**src/rtl/button_conditioner.sv**
```systemverilog
// Push-button conditioner: per-channel 2-flop synchronizer, tick-sampled saturating
// debouncer and rising-edge strobe. Channels share only the sample timer.
module button_conditioner #(
  parameter int unsigned N              = 1,
  parameter int unsigned SAMPLE_CNT_MAX = 25000,
  parameter int unsigned PULSE_CNT_MAX  = 150
) (
  input  logic         clk,
  input  logic         rst,
  input  logic [N-1:0] in_i,
  output logic [N-1:0] level_o,
  output logic [N-1:0] pulse_o
);

  localparam int unsigned TimerW = $clog2(SAMPLE_CNT_MAX);
  localparam int unsigned CntW   = $clog2(PULSE_CNT_MAX + 1);

  localparam logic [TimerW-1:0] TimerLast = TimerW'(SAMPLE_CNT_MAX - 1);
  localparam logic [CntW-1:0]   CntSat    = CntW'(PULSE_CNT_MAX);

  logic [N-1:0]           sync1_q, sync1_d;
  logic [N-1:0]           sync2_q, sync2_d;
  logic [TimerW-1:0]      timer_q, timer_d;
  logic                   tick;
  logic [N-1:0][CntW-1:0] cnt_q, cnt_d;
  logic [N-1:0]           level_prev_q, level_prev_d;

  always_comb begin
    sync1_d      = in_i;
    sync2_d      = sync1_q;
    tick         = (timer_q == TimerLast);
    timer_d      = tick ? '0 : timer_q + 1'b1;
    level_prev_d = level_o;
  end

  // A single low sample discards all accumulated credit; release is not debounced.
  always_comb begin
    cnt_d = cnt_q;
    for (int i = 0; i < N; i++) begin
      if (!sync2_q[i]) begin
        cnt_d[i] = '0;
      end else if (tick && (cnt_q[i] < CntSat)) begin
        cnt_d[i] = cnt_q[i] + 1'b1;
      end
    end
  end

  always_comb begin
    level_o = '0;
    for (int i = 0; i < N; i++) begin
      level_o[i] = (cnt_q[i] == CntSat);
    end
    pulse_o = level_o & ~level_prev_q;
  end

  always_ff @(posedge clk or posedge rst) begin
    if (rst) begin
      sync1_q      <= '0;
      sync2_q      <= '0;
      timer_q      <= '0;
      cnt_q        <= '0;
      level_prev_q <= '0;
    end else begin
      sync1_q      <= sync1_d;
      sync2_q      <= sync2_d;
      timer_q      <= timer_d;
      cnt_q        <= cnt_d;
      level_prev_q <= level_prev_d;
    end
  end

endmodule

```
**config.mk**
```make
export PLATFORM = sky130hd
export DESIGN_NAME = button_conditioner
export DESIGN_NICKNAME = d
export VERILOG_FILES = /design/src/rtl/button_conditioner.sv
export SDC_FILE = /design/constraint.sdc
export NUM_CORES = 1
export LEC_CHECK = 0
export ABC_AREA = 1
export CORE_ASPECT_RATIO = 0.9
export CORE_MARGIN = 3
export CORE_UTILIZATION = 60
export DETAILED_ROUTE_END_ITERATION = 10
export PLACE_DENSITY = 0.75
export SLEW_MARGIN = 0
export SYNTH_ARGS = -nofsm -noshare
export SYNTH_HDL_FRONTEND = slang
export SYNTH_SLANG_ARGS = --single-unit
export TNS_END_PERCENT = 10
```
**constraint.sdc**
```tcl
create_clock -name clk -period 2.5 [get_ports clk]
set_clock_uncertainty 0.1 [all_clocks]
set_input_delay 0.625 -clock clk [delete_from_list [all_inputs] [get_ports clk]]
set_output_delay 0.625 -clock clk [all_outputs]
set_load 0.03 [all_outputs]
```
==> impl_metrics.json <==
{
  "drive_gt1_share_pct": 11.11,
  "routed_wl_mm": 3.223,
  "synthesis.area_um2": 1610,
  "powerDensity_nw_per_um2": 428.2,
  "synth_nets": 235,
  "die_w_um": 60.61,
  "syn_inst": 229,
  "fmax_mhz": 428.1,
  "ant_nets": 0,
  "grt_pass1_vias": 1210,
  "fin_crit_sh_pct": 93.44,
  "rr_worst_depth": 7,
  "path_cells": "inv_1, ha_1, inv_1, nor4_1, clkbuf_2",
  "core.rowCount": 17,
  "fp.dieH_um": 55.15,
  "gp_congestion": 0.9668,
  "clock_path_buffers": 2,
  "initial_utilization_pct": 64.16,
  "min_path_type": "register to register",
  "cts_setup_buffers": 0,
  "yosysTopAreaCell": "dfrtp_1",
  "regToRegEndpoint": "cnt_q[4]$_DFFE_PP0P_",
  "cp-end-kind": "output port",
  "max_cap_viol_count": 0,
  "min_to": "sync2_q$_DFF_PP0_",
  "synth_top_area_share_pct": 40.40,
  "grt_pass1_wl_mm": 5.644,
  "critical_path.top_delay_family": "flip-flops",
  "die-area_um2": 3342,
  "hold_buffers": 0,
  "cts_tree": "yes",
  "yosysWarnings": 0,
  "timing.setup.tns_ns": 0,
  "wl_per_cell_um": 12.30,
  "ios": 5,
  "synthTopCellsByArea": "dfrtp_1, nand2_1, nor2_1",
  "ys_ff_latch": 26,
  "grt_overflow": 0,
  "numCtsBuffers": 3,
  "min_path_cells": 0,
  "peakVddDrop_v": 0.0003581,
  "hp-start": "sync1_q$_DFF_PP0_",
  "p_leak_nw": 0.8726,
  "synthToLayoutAreaGrowth_pct": 6.138,
  "synth_cell_types": 22,
  "rr_startpoint": "timer_q[0]$_DFF_PP0_",
  "tightest_slew_ns": 0.4720,
  "drt_iter0_drc": 114,
  "cp_common_cell": "inv_1",
  "cts-root-buf": "clkbuf_4",
  "core_area_um2": 2510,
  "setup_violations": 0,
  "whs_ns": 0.2755,
  "via_per_inst": 5.263,
  "clock_sinks": 26,
  "arrival_ns": 1.61,
  "final_common_cell": "nand2_1",
  "start_kind": "register",
  "cp.depth": 5,
  "cp_slowest_cell": "dfrtp_1",
  "place_inst": 258,
  "diodes": 0,
  "gr-usage-all-layers_pct": 22.89,
  "period_minus_slack_ns": 2.336,
  "synth-seq-area-share_pct": 40.40,
  "critPathKind": "register to output port",
  "rsz0062_at_grt": "false",
  "htreeDepth": 1,
  "clkTransAtPathRegs_ns": 0.15,
  "reg2reg_slack_ns": 0.81,
  "cp_data_required_time_ns": 1.77,
  "portBuffers": 4,
  "antenna_found_initial": 0,
  "crit_buf_inv": 3,
  "post-place-ws_ns": 0.06468,
  "dp_hpwl_mm": 2.408,
  "slew_violations": 0,
  "max_slew_margin_pct": 68.54,
  "setup_ws_ns": 0.1640,
  "syn_avg_cell_area_um2": 7.032,
  "num_vias": 1379,
  "hold_violations": 0,
  "num-fill-cells": 224,
  "cpPeakStageDelay_ns": 0.44,
  "drc": 0,
  "nets": 241,
  "firstDrtPassIters": 4,
  "outcome": "completed",
  "clk_latency_ns": 0.33,
  "final_cell_mix": "nand2_1, nor2_1, inv_1, dfrtp_1, nand3_1",
  "finalNonFillerCells": 262,
  "grt_max_degree": 27,
  "path_max_fanout": 4
}
through the flow:
stage	instance area, um2	util (%)	total power, mW
floorplan	1610	-	0.4408
global placement	1667	66.40	0.4470
detailed placement	1667	66.40	0.4471
CTS	1717	68.39	0.7377
global route	1709	68.10	0.7595
finish	1709	68.10	0.7318
synth_stat cells:
library cell / n
buf_2: 2
nor2_4: 3
o21ai_0: 1
xor2_1: 7
o21bai_2: 1
nand3_4: 1
inv_2: 7
nand4_1: 7
nand2_2: 3
nor2_1: 43
nand3_2: 1
inv_1: 31
a21oi_1: 2
nor3_1: 6
clkbuf_2: 1
nand3_1: 23
nor4_1: 1
ha_1: 3
nand2_1: 56
buf_6: 1
dfrtp_1: 26
nor2_2: 3
worst max path at each step:
stage | startpoint | end | slack (ns)
6_report | cnt_q[0]$_DFFE_PP0P_ | pulse_o | 0.16
5_1_grt | cnt_q[0]$_DFFE_PP0P_ | pulse_o | 0.05
4_1_cts | cnt_q[0]$_DFFE_PP0P_ | pulse_o | 0.0005
3_5_place_dp | cnt_q[0]$_DFFE_PP0P_ | pulse_o | 0.06
3_3_place_gp | cnt_q[0]$_DFFE_PP0P_ | pulse_o | 0.15
2_1_floorplan | cnt_q[0]$_DFFE_PP0P_ | pulse_o | 0.13
where the power goes:
part / internal (mW) / switching (mW) / total [mW]
Clock: 0.162 / 0.131 / 0.293
Sequential: 0.422 / 0.00375 / 0.426
Combinational: 0.00404 / 0.00870 / 0.0127
state kept, by name (all words and copies together), names as in the netlist:
register / cells
level_prev_q: 1
sync1_q: 1
sync2_q: 1
cnt_q: 8
timer_q: 15
cell families (layout without fill, tap and decap cells):
group,after synthesis,after routing,share of synthesized area [%]
xor+xnor,7,7,3.807
simple gates,147,147,41.34
flops,26,26,40.40
compound gates,4,4,1.631
buf+inv,42,47,10.49
fa+ha+maj,3,3,2.331
metal layers:
layer / part of all wire (%) / vias up / global-route usage (%)
met5: 0 / - / 0
met4: 0.43 / 0 / 3.249
met3: 7.0 / 2 / 4.640
met2: 43 / 44 / 33.81
met1: 50 / 614 / 35.17
li1: - / 719 / -
worst register-to-register path, delay by kind of cell, from the launching register on:
family,cells,cell delay (ns)
flops,1,0.40
fa+ha+maj,1,0.30
simple gates,5,0.77
buf+inv,1,0.07
repair_timing:
action                     4_1_cts  5_1_grt
resized for setup                4        4
cloned                           0        0
setup endpoints to repair        2        2
layout make-up:
type	count	area [um2]	share of cell area, %
timing repair buffer	5	37.54	2.196
clock buffer	3	22.52	1.318
inverter	38	142.6	8.346
tap	28	35.03	2.050
sequential	26	650.6	38.07
clock inverter	1	30.03	1.757
multi-input combinational	161	790.8	46.27
(Power assumes the default switching activity.)
